`src/rtl/instruction_loader_pkg.sv`:
```
// Shared types and default widths for the instruction loader.
package instruction_loader_pkg;

  localparam int unsigned DefWordSize  = 32;
  localparam int unsigned DefAddrWidth = 16;

  typedef enum logic [1:0] {
    ST_IDLE,
    ST_LOAD,
    ST_DRAIN
  } state_t;

endpackage

```
`src/rtl/instruction_loader_fsm.sv`:
```
// Load sequencing: state, remaining-word counter, and the Busy/Loaded/InReady flags.
module loader_fsm
  import instruction_loader_pkg::*;
#(
  parameter int unsigned AddrWidth = DefAddrWidth
) (
  input  logic                 i_clk,
  input  logic                 i_rst_n,
  input  logic                 i_start,
  input  logic [AddrWidth-1:0] i_count,
  input  logic                 i_accept,
  output logic                 o_load_start,
  output logic                 o_in_ready,
  output logic                 o_busy,
  output logic                 o_loaded
);

  state_t               r_state, w_state_next;
  logic [AddrWidth-1:0] r_remaining, w_remaining_next;
  logic                 r_loaded, w_loaded_next;

  always_ff @(posedge i_clk or negedge i_rst_n) begin
    if (!i_rst_n) begin
      r_state     <= ST_IDLE;
      r_remaining <= '0;
      r_loaded    <= 1'b0;
    end else begin
      r_state     <= w_state_next;
      r_remaining <= w_remaining_next;
      r_loaded    <= w_loaded_next;
    end
  end

  always_comb begin
    w_state_next     = r_state;
    w_remaining_next = r_remaining;
    w_loaded_next    = r_loaded;
    o_load_start     = 1'b0;
    case (r_state)
      ST_IDLE: begin
        if (i_start) begin
          if (i_count != '0) begin
            o_load_start     = 1'b1;
            w_state_next     = ST_LOAD;
            w_remaining_next = i_count;
            w_loaded_next    = 1'b0;
          end else begin
            // An empty program completes immediately without touching memory.
            w_loaded_next = 1'b1;
          end
        end
      end
      ST_LOAD: begin
        if (i_accept) begin
          w_remaining_next = r_remaining - AddrWidth'(1);
          if (r_remaining == AddrWidth'(1)) begin
            w_state_next = ST_DRAIN;
          end
        end
      end
      ST_DRAIN: begin
        w_state_next  = ST_IDLE;
        w_loaded_next = 1'b1;
      end
      default: begin
        w_state_next = ST_IDLE;
      end
    endcase
  end

  assign o_in_ready = (r_state == ST_LOAD);
  assign o_busy     = (r_state != ST_IDLE);
  assign o_loaded   = r_loaded;

endmodule

```
`src/rtl/instruction_loader.sv`:
```
// Streams a program into instruction memory, then returns the address port to fetch.
module instruction_loader
  import instruction_loader_pkg::*;
#(
  parameter int unsigned WordSize     = DefWordSize,
  parameter int unsigned AddrWidth    = DefAddrWidth,
  parameter int unsigned StartAddress = 0
) (
  input  logic                 Clock,
  input  logic                 ResetN,
  input  logic                 Start,
  input  logic [AddrWidth-1:0] Count,
  input  logic                 InValid,
  input  logic [WordSize-1:0]  InData,
  output logic                 InReady,
  input  logic [63:0]          FetchAddress,
  output logic                 MemWrite,
  output logic [AddrWidth-1:0] MemAddress,
  output logic [WordSize-1:0]  MemData,
  output logic                 Busy,
  output logic                 Loaded
);

  logic                 w_load_start;
  logic                 w_in_ready;
  logic                 w_busy;
  logic                 w_accept;
  logic                 w_unused_fetch;
  logic [AddrWidth-1:0] r_wr_ptr;
  logic [AddrWidth-1:0] r_wr_addr;
  logic                 r_mem_write;
  logic [WordSize-1:0]  r_mem_data;

  loader_fsm #(
    .AddrWidth(AddrWidth)
  ) u_fsm (
    .i_clk       (Clock),
    .i_rst_n     (ResetN),
    .i_start     (Start),
    .i_count     (Count),
    .i_accept    (w_accept),
    .o_load_start(w_load_start),
    .o_in_ready  (w_in_ready),
    .o_busy      (w_busy),
    .o_loaded    (Loaded)
  );

  assign w_accept = InValid & w_in_ready;

  always_ff @(posedge Clock or negedge ResetN) begin
    if (!ResetN) begin
      r_wr_ptr    <= '0;
      r_wr_addr   <= '0;
      r_mem_write <= 1'b0;
      r_mem_data  <= '0;
    end else begin
      r_mem_write <= w_accept;
      if (w_load_start) begin
        r_wr_ptr <= AddrWidth'(StartAddress);
      end
      if (w_accept) begin
        r_wr_addr  <= r_wr_ptr;
        r_mem_data <= InData;
        r_wr_ptr   <= r_wr_ptr + AddrWidth'(1);
      end
    end
  end

  // Only the low word-address bits reach the memory; the rest of the fetch address is dropped.
  assign w_unused_fetch = ^FetchAddress[63:AddrWidth];

  assign MemAddress = w_busy ? r_wr_addr : FetchAddress[AddrWidth-1:0];
  assign MemWrite   = r_mem_write;
  assign MemData    = r_mem_data;
  assign InReady    = w_in_ready;
  assign Busy       = w_busy;

endmodule

```
`config.mk`:
```
export PLATFORM = sky130hd
export DESIGN_NAME = instruction_loader
export DESIGN_NICKNAME = d
export VERILOG_FILES = /design/src/rtl/instruction_loader_pkg.sv /design/src/rtl/instruction_loader_fsm.sv /design/src/rtl/instruction_loader.sv
export SDC_FILE = /design/constraint.sdc
export NUM_CORES = 1
export LEC_CHECK = 0
export BUFFER_PORTS_ARGS = -buffer_cell sky130_fd_sc_hd__buf_2
export CAP_MARGIN = 30
export CORE_ASPECT_RATIO = 0.75
export CORE_MARGIN = 5
export CORE_UTILIZATION = 30
export CTS_BUF_LIST = sky130_fd_sc_hd__clkbuf_8
export CTS_CLUSTER_DIAMETER = 40
export DETAILED_ROUTE_END_ITERATION = 8
export PLACE_DENSITY_LB_ADDON = 0.1
export SYNTH_ARGS = -nofsm -noshare
export SYNTH_HDL_FRONTEND = slang
export SYNTH_SLANG_ARGS = --single-unit
```
`constraint.sdc`:
```
create_clock -name Clock -period 2.55 [get_ports Clock]
set_clock_uncertainty 0.2 [all_clocks]
set_input_delay 0.3825 -clock Clock [delete_from_list [all_inputs] [get_ports Clock]]
set_output_delay 0.3825 -clock Clock [all_outputs]
set_load 0.03 [all_outputs]
```
==> impl_metrics.toml, run 1 <==
[synth]
synthFlopType = "dfrtp_1"
avgSynthCellArea_um2 = 8.70
yosysSeqAreaShare_pct = 53.0
synth_seq_cells = 84
ys_warn_count = 0
synthTopCellsByArea = "dfrtp_1 53%, nand2_1 15%, mux2_2 4.5%, o21ai_0 3.9%, nor2_1 3.0%"
syn-cell-area_mm2 = 0.00397
async_flop_share_pct = 100
ys_types = 43
synth_cells = 456
yosysTopAreaCellShare_pct = 53.0
syn-num-nets = 575
synth.largest_area_cell = "dfrtp_1"
synth-edff-count = 0

[detailed_routing]
wl_per_cell_um = 13.9
via_per_inst = 4.71
vias = 3656
drtPass1Iterations = 4
drtIter0Drc = 158
drt-total-wl_um = 10800
antenna_left = 0
drc_errors = 0

[job]
cap_violations = 0

[place]
dp_hpwl_um = 7700
gp_congestion = 0.762
pre_cts_ws_ps = 101
numPortBuffers = 119

[timing]
maxSlewHeadroom_pct = 58.8
setup_violations = 0
finalCriticalPeriod_ps = 2450
hold_viol = 0
rsz0062_at_grt = "no"
fin_setup_tns_ps = 0
clock.fmax_ghz = 0.408
min_period_over_period_pct = 96.1
worstMarginPinSlew_ps = 613
maxSlewViolCount = 0
setup_ws_ps = 98.7

[cells_and_area]
final_cell_mix = "153 x nand2_1, 118 x buf_2, 84 x dfrtp_1"
layout_commonest_cell = "nand2_1"
n_antenna_cell = 0
syn2layout_area_growth_pct = 32.4
multi_input_area_mm2 = 0.00175
nets = 721
drive_above_1_share_pct = 29.4
fillCellCount = 1344
ff_latch_area_mm2 = 0.00210

[cts]
clk_path_buf_depth = 2
htreeDepth = 3
cts_made_buffers = 9
clk_latency_ps = 360
cts_tree = "built"
cts.clk_slew.worst_paths_ps = 90
cts_sinks = 84
cts_root_buffer = "clkbuf_8"
postCtsSetupRepairBufs = 0

[run_status]
outcome = "finished, final reports clean"

[power]
switching_share_pct = 37.8
power_density_mw_per_mm2 = 820
p_comb_share_pct = 33.6
ir_drop_v = 0.000306
p_leak_nw = 2.66
pwr-share-seq_pct = 43.7
power.share.clock_pct = 22.8
switching_power_mw = 1.63
p_int_mw = 2.68
finalPower_mw = 4.31

[hold_path]
worstHoldPathType = "in -> reg"

[worst_setup_path]
cp_max_fo = 5
crit_path_start_kind = "flop"
crit_required_ps = 2570
crit_type = "reg -> reg"
cp_data_arrival_time_ps = 2470
worstSetupEndpointType = "flop"

[global_route]
grt_max_degree = 45
grt_usage_pct = 14.0
grt_pass1_wl_um = 17300
antenna_found_initial = 0
overflow = 0
grt_pass1_vias = 3446

[floorplan]
ios = 168
die_x_um = 143
initial_core_util_pct = 30.6
chipHeight_um = 110
die-area_mm2 = 0.0157
core_mm2 = 0.0130
rows = 36
layout make-up:
class	count	share of cell area (%)
clock buffer	11	2.88
clock inverter	4	0.928
inverter	10	0.714
multi-input combinational	339	33.2
sequential	84	40.0
tap	171	4.07
timing repair buffer	158	18.2
synthesized netlist by cell type, types with 3 or more instances:
library cell and instances:
nand3_1 12, nand2_1 154, mux2_2 16, o32a_1 4
buf_1 4, dfrtp_1 84, clkbuf_1 18, o21ai_0 31
o31ai_1 3, inv_1 10, o22ai_1 3, nor2_1 32
nor4_1 7, nor3_1 8, ha_1 3, a31oi_1 6
nand4_1 6, a21oi_1 21
logic make-up (layout without fill, tap and decap cells):
| logic type | Yosys count | after routing | synth area share [%] |
|---|---|---|---|
| buffers and inverters | 33 | 183 | 3.15 |
| AND/OR/NAND/NOR | 236 | 236 | 25.6 |
| XOR/XNOR | 1 | 1 | 0.221 |
| AO/OA/AOI/OAI | 82 | 82 | 12.3 |
| flip-flops | 84 | 84 | 53.0 |
| multiplexers | 17 | 17 | 4.79 |
| adder cells (fa/ha/maj) | 3 | 3 | 0.946 |
power by group through the flow:
stage / combinational, mW / clock, mW / sequential [mW]
floorplan: 0.783 / 0 / 2.04
global placement: 1.42 / 0 / 1.90
detailed placement: 1.44 / 0 / 1.90
CTS: 1.47 / 1.03 / 1.88
global route: 1.61 / 1.08 / 1.94
finish: 1.45 / 0.982 / 1.88
state kept, by name, indices dropped and copies added (netlist names):
register           cells
u_fsm.o_loaded         1
r_wr_addr             16
MemData               32
MemWrite               1
u_fsm.r_remaining     16
r_wr_ptr              16
u_fsm.r_state          2
critical path, stage by stage (launching register included):
cell and delay [ps]:
dfrtp_1 420, or4_1 580, or2_4 280, or3_1 360
nor4_1 340, o21ai_0 130
path summary, 6_finish.rpt:
path	startpoint	end	slack, ps	cells after the start
setup / recovery	u_fsm.r_remaining[9]	u_fsm.r_state[0]	100	5
hold / removal	InData[20]	MemData[20]	20	3
min in group asynchronous	ResetN	u_fsm.r_remaining[12]	350	2
hold reg to reg	MemData[16]	MemData[16]	270	2
setup reg to reg	u_fsm.r_remaining[9]	u_fsm.r_state[0]	100	5
max in group asynchronous	ResetN	MemData[28]	1170	3
metrics by stage:
stage / utilization, % / hold WS [ps] / instance area (um2) / std cells
after detailed placement: 37.4 / 215 / 4850 / 741
after CTS: 40.4 / 0.0439 / 5250 / 776
after floorplan: - / -113 / 3970 / 456
after global routing: 40.5 / 2.03 / 5260 / 777
after global placement: 37.4 / 215 / 4850 / 741
final: 40.5 / 16.8 / 5260 / 777
repair_timing:
| action | 4_1_cts | 5_1_grt |
|---|---|---|
| resized for setup | 0 | 0 |
| hold buffers | 20 | 1 |
| hold endpoints to repair | 56 | 1 |
metal layers:
| metal | track usage (%) | wire [um] | share of wire (%) |
|---|---|---|---|
| met1 | 19.3 | 5030 | 47 |
| met4 | 3.87 | 123 | 1.1 |
| met3 | 3.61 | 599 | 5.6 |
| met2 | 21.9 | 5020 | 47 |
| met5 | 0 | 0 | 0 |
(Power assumes the default switching activity.)
==> run 2: changes to the inputs <==
--- a/config.mk
+++ b/config.mk
@@ -9,7 +9,7 @@
 export CAP_MARGIN = 30
 export CORE_ASPECT_RATIO = 0.75
 export CORE_MARGIN = 5
-export CORE_UTILIZATION = 30
+export CORE_UTILIZATION = 50
 export CTS_BUF_LIST = sky130_fd_sc_hd__clkbuf_8
 export CTS_CLUSTER_DIAMETER = 40
 export DETAILED_ROUTE_END_ITERATION = 8
==> run 2 against run 1 <==
- fmax is 0.36% higher
- sequential power hardly changed
- combinational power is 3% lower
- wire length is 7.8% lower
- die area is 37% lower
- non-clock buffer count is 19 lower
- worst setup slack better by 8.7 ps
- power is 2.1% lower
==> impl_metrics.toml, run 2 (synthesis results as in run 1) <==
[run_status]
outcome = "finished, final reports clean"

[timing]
clock.fmax_ghz = 0.409
hold_viol = 0
fin_setup_tns_ps = 0
setup_ws_ps = 107
finalCriticalPeriod_ps = 2440
min_period_over_period_pct = 95.8
maxSlewViolCount = 0
rsz0062_at_grt = "no"
worstMarginPinSlew_ps = 687
maxSlewHeadroom_pct = 53.8
setup_violations = 0

[cells_and_area]
layout_commonest_cell = "nand2_1"
finalNonFillerCells = 693
fillCellCount = 675
n_antenna_cell = 0
final_cell_mix = "153 x nand2_1, 118 x buf_2, 84 x dfrtp_1"
drive_above_1_share_pct = 29.6
nets = 702
syn2layout_area_growth_pct = 25.6
largest_register_ffs = 32
final_util_pct = 63.8

[worst_setup_path]
slowest_delay_ps = 540
worst-path-buf-inv = 0
crit_type = "reg -> reg"
cp_max_fo = 5
slowest_stage = "or3_2"
cp_common_cell = "o32a_1"
crit_path_start_kind = "flop"
critPathLaunch = "u_fsm.r_remaining[6]"
reg2reg_to = "u_fsm.r_remaining[15]"
path_cells = "or3_2 > or3_4 > or2_4 > o32a_1 > o32a_1"
cp.depth = 5
worstSetupEndpointType = "flop"
timing.rr.start = "u_fsm.r_remaining[6]"
critPathCapture = "u_fsm.r_remaining[15]"
cp_data_arrival_time_ps = 2480
crit_family = "simple AND/OR/NAND/NOR gates"
crit_required_ps = 2590
ff2ff_setup_slack_ps = 110
reg2reg_depth = 5

[place]
gp_congestion = 0.819
dp_hpwl_um = 7090
pre_cts_ws_ps = 125
dp.cells = 671
numPortBuffers = 119

[power]
pwr-share-seq_pct = 44.7
switching_share_pct = 38.3
power.share.clock_pct = 21.9
p_int_mw = 2.60
ir_drop_v = 0.000432
power_density_mw_per_mm2 = 846
p_comb_share_pct = 33.4
switching_power_mw = 1.61
p_leak_nw = 2.57

[cts]
cts.clk_slew.worst_paths_ps = 80
htreeDepth = 3
cts_root_buffer = "clkbuf_8"
cts_made_buffers = 9
cts_sinks = 84
clk_latency_ps = 350
clk_path_buf_depth = 2
cts_tree = "built"
cts_resized = 0

[detailed_routing]
drc_errors = 0
drtPass1Iterations = 5
drtIter0Drc = 212
vias = 3627
antenna_left = 0
via_per_inst = 5.23
wl_per_cell_um = 14.3
drt-total-wl_um = 9940

[hold_path]
worstHoldPathType = "in -> reg"
holdCritStartpoint = "InData[12]"

[global_route]
overflow = 0
grt_max_degree = 45
grt_pass1_vias = 3440
grt_usage_pct = 20.6
antenna_found_initial = 0
grt_pass1_wl_um = 16400

[floorplan]
ios = 168
core_mm2 = 0.00781
chipHeight_um = 87.2
rows = 28
die-area_mm2 = 0.00984
initial_core_util_pct = 50.8
die_x_um = 113

[job]
cap_violations = 0
run 2: cell count changes in the layout (fill, tap and decap cells not counted), sizes merged:
cell         change
buf              -4
clkbuf           -2
clkinv           +1
clkinvlp         +1
dlygate4sd3     -15
inv              +1
run 2: area by class of cell:
class	count	area, um2	area share [%]
Multi-Input combinational cell	339	1750	35.0
Tap cell	105	131	2.63
Timing Repair Buffer	139	776	15.6
Clock inverter	7	68.8	1.38
Inverter	10	37.5	0.753
Clock buffer	9	124	2.48
Sequential cell	84	2100	42.2
run 2: power by group through the flow:
stage / clock, mW / sequential (mW) / combinational [mW]
after global placement: 0 / 1.89 / 1.37
after CTS: 0.945 / 1.89 / 1.42
after global routing: 1.02 / 1.93 / 1.56
after floorplan: 0 / 2.04 / 0.783
final: 0.924 / 1.89 / 1.41
after detailed placement: 0 / 1.91 / 1.41
run 2: routing by layer:
metal | GRT usage, % | share of wire (%) | up-vias
met1 | 29.7 | 46 | 1688
met2 | 31.0 | 46 | 120
met5 | 0 | 0 | -
li1 | - | - | 1815
met3 | 6.67 | 8.1 | 4
met4 | 3.38 | 0.52 | 0
run 2: worst min-delay path by stage:
stage	slack [ps]	depth (start not counted)	endpoint
floorplan	-110	0	MemData[0]
detailed placement	210	1	u_fsm.r_remaining[15]
CTS	3	3	MemData[29]
global route	6	3	MemData[27]
global placement	210	1	u_fsm.r_remaining[7]
finish	20	3	MemData[12]
run 2: timing repair:
action / CTS / global route
hold endpoints to repair: 47 / 1
hold buffers: 5 / 1
buffers inserted: 0 / 0
run 2: tightest hold or removal path, cell delays in order:
cell and delay, ps:
buf_2 70, nand2_1 40, nand2_1 50
run 2: metrics by stage:
| step | hold slack (ps) | cell area, um2 | total power [mW] |
|---|---|---|---|
| after global placement | 213 | 4730 | 3.25 |
| after floorplan | -113 | 3970 | 2.82 |
| after global routing | 6.03 | 4990 | 4.51 |
| after CTS | 2.80 | 4980 | 4.25 |
| final | 21.6 | 4990 | 4.22 |
| after detailed placement | 214 | 4730 | 3.32 |
==> run 3: changes to the inputs <==
--- a/config.mk
+++ b/config.mk
@@ -16,4 +16,5 @@
 export PLACE_DENSITY_LB_ADDON = 0.1
 export SYNTH_ARGS = -nofsm -noshare
 export SYNTH_HDL_FRONTEND = slang
+export SYNTH_HIERARCHICAL = 1
 export SYNTH_SLANG_ARGS = --single-unit
==> run 3 against run 2 <==
- register-to-register slack improved by 140 ps
- worst setup slack improved by 9.5 ps
- clock-buffer cell count did not move
- cell count decreased by 1.3%
- first-iteration DRC count fell by 2.8%
- largest power group unchanged
- critical path type is now reg -> out
- synthesized cell count fell by 0.88%
- power is 5.5% higher
==> impl_metrics.toml, run 3 <==
[run_status]
outcome = "finished, final reports clean"

[synth]
ys_warn_count = 6
async_flop_share_pct = 100
yosysTopAreaCellShare_pct = 51.1
ys_types = 57
yosysSeqAreaShare_pct = 51.1
yosys-top-cells-count = "155 x nand2_1, 84 x dfrtp_1, 22 x o21ai_0, 19 x nor2_1, 16 x mux2_2"
synth.largest_area_cell = "dfrtp_1"
synth-edff-count = 0
synth_seq_cells = 84
synth.most_common_cell = "nand2_1"
synthTopCellsByArea = "dfrtp_1 51%, nand2_1 14%, mux2_2 4.4%, o21ai_0 2.7%, nor2_1 1.7%"
synthFlopType = "dfrtp_1"
synth_cells = 452
syn-num-nets = 571
syn-cell-area_mm2 = 0.00411
avgSynthCellArea_um2 = 9.10

[global_route]
grt_max_degree = 63
grt_pass1_wl_um = 17000
grt_pass1_vias = 3529
overflow = 0
antenna_found_initial = 0
grt_usage_pct = 20.9

[timing]
rsz0062_at_grt = "no"
clock.fmax_ghz = 0.411
hold_viol = 0
setup_violations = 0
maxSlewViolCount = 0
worstMarginPinSlew_ps = 550
maxSlewHeadroom_pct = 63.0
finalCriticalPeriod_ps = 2430
min_period_over_period_pct = 95.4
fin_setup_tns_ps = 0

[worst_setup_path]
crit_path_start_kind = "flop"
crit_required_ps = 1970
crit_type = "reg -> out"
cp_data_arrival_time_ps = 1850
worstSetupEndpointType = "primary output"
cp_max_fo = 13

[cts]
htreeDepth = 3
cts_root_buffer = "clkbuf_8"
cts_tree = "built"
clk_path_buf_depth = 2
cts.clk_slew.worst_paths_ps = 90
cts_made_buffers = 9
postCtsSetupRepairBufs = 0
cts_sinks = 84
clk_latency_ps = 340

[floorplan]
die_x_um = 115
die-area_mm2 = 0.0102
initial_core_util_pct = 51.7
core_mm2 = 0.00795
chipHeight_um = 88.6
rows = 28
ios = 168

[detailed_routing]
drtPass1Iterations = 4
drtIter0Drc = 206
via_per_inst = 5.47
drc_errors = 0
drt-total-wl_um = 10300
antenna_left = 0
vias = 3741
wl_per_cell_um = 15.0

[cells_and_area]
nets = 694
drive_above_1_share_pct = 32.3
finalNonFillerCells = 684
syn2layout_area_growth_pct = 25.2
largest_register_ffs = 32
n_antenna_cell = 0
final_cell_mix = "154 x nand2_1, 118 x buf_2, 84 x dfrtp_1"
layout_commonest_cell = "nand2_1"

[place]
dp_hpwl_um = 7400
gp_congestion = 0.941
numPortBuffers = 119
dp.cells = 668

[hold_path]
worstHoldPathType = "in -> reg"

[power]
ir_drop_v = 0.000479
p_leak_nw = 2.69
power_density_mw_per_mm2 = 864

[job]
cap_violations = 0
run 3: path summary, 6_finish.rpt:
| kind | startpoint | end | slack, ps | cells past startpoint |
|---|---|---|---|---|
| worst max-delay path | u_fsm/r_state[1] | MemAddress[3] | 120 | 5 |
| worst min-delay path | InData[0] | MemData[0] | 20 | 3 |
| worst max register to register | u_fsm/r_state[1] | u_fsm/r_remaining[9] | 250 | 8 |
| worst min register to register | MemData[2] | MemData[2] | 270 | 2 |
| max in group asynchronous | ResetN | r_wr_addr[1] | 1190 | 3 |
| min in group asynchronous | ResetN | r_wr_ptr[13] | 350 | 2 |
run 3: per-layer routing:
metal	share of wire (%)	vias to the layer above	track usage (%)
li1	-	1840	-
met1	44	1733	29.1
met2	46	155	32.4
met3	8.9	13	6.15
met4	1.2	0	5.12
met5	0	-	0
run 3: critical path: stages (launching register included):
cell     delay [ps]
dfrtp_1         480
nor2_2          100
inv_1           230
buf_12          180
mux2_2          330
buf_2           180
run 3: cell type report:
class                           instances  area, um2
Clock buffer                            9        124
Clock inverter                          6        138
Fill cell                             698       2800
Inverter                                9       37.5
Multi-Input combinational cell        339       1890
Sequential cell                        84       2100
Tap cell                              105        131
Timing Repair Buffer                  132        727
run 3: report_power, final:
group | internal (mW) | switching (mW) | total (mW)
combinational | 0.517 | 0.874 | 1.39
clock | 0.748 | 0.472 | 1.22
sequential | 1.58 | 0.257 | 1.84
total | 2.85 | 1.60 | 4.45
run 3: per-stage QoR:
step | total power, mW | utilization (%) | hold slack (ps) | cell area (um2) | setup WS, ps
floorplan | 2.81 | - | -113 | 4130 | 56.7
global placement | 3.20 | 61.3 | 190 | 4870 | 275
detailed placement | 3.25 | 61.3 | 184 | 4870 | 264
CTS | 4.47 | 64.7 | 2.97 | 5140 | 58.0
global route | 4.72 | 64.8 | 8.79 | 5150 | 32.5
finish | 4.45 | 64.8 | 15.8 | 5150 | 117
run 3: logic make-up after synthesis:
kind of cell	count (synthesis)	synth area share (%)
simple gates	235	26.7
mux	17	4.62
fa+ha+maj	3	0.913
flops	84	51.1
buf+inv	29	3.04
compound gates	84	13.7
run 3: repair_timing:
item,4_1_cts,5_1_grt
hold buffers,1,0
endpoints found under the setup margin,0,15
endpoints found under the hold margin,37,0
gates resized for setup,0,2
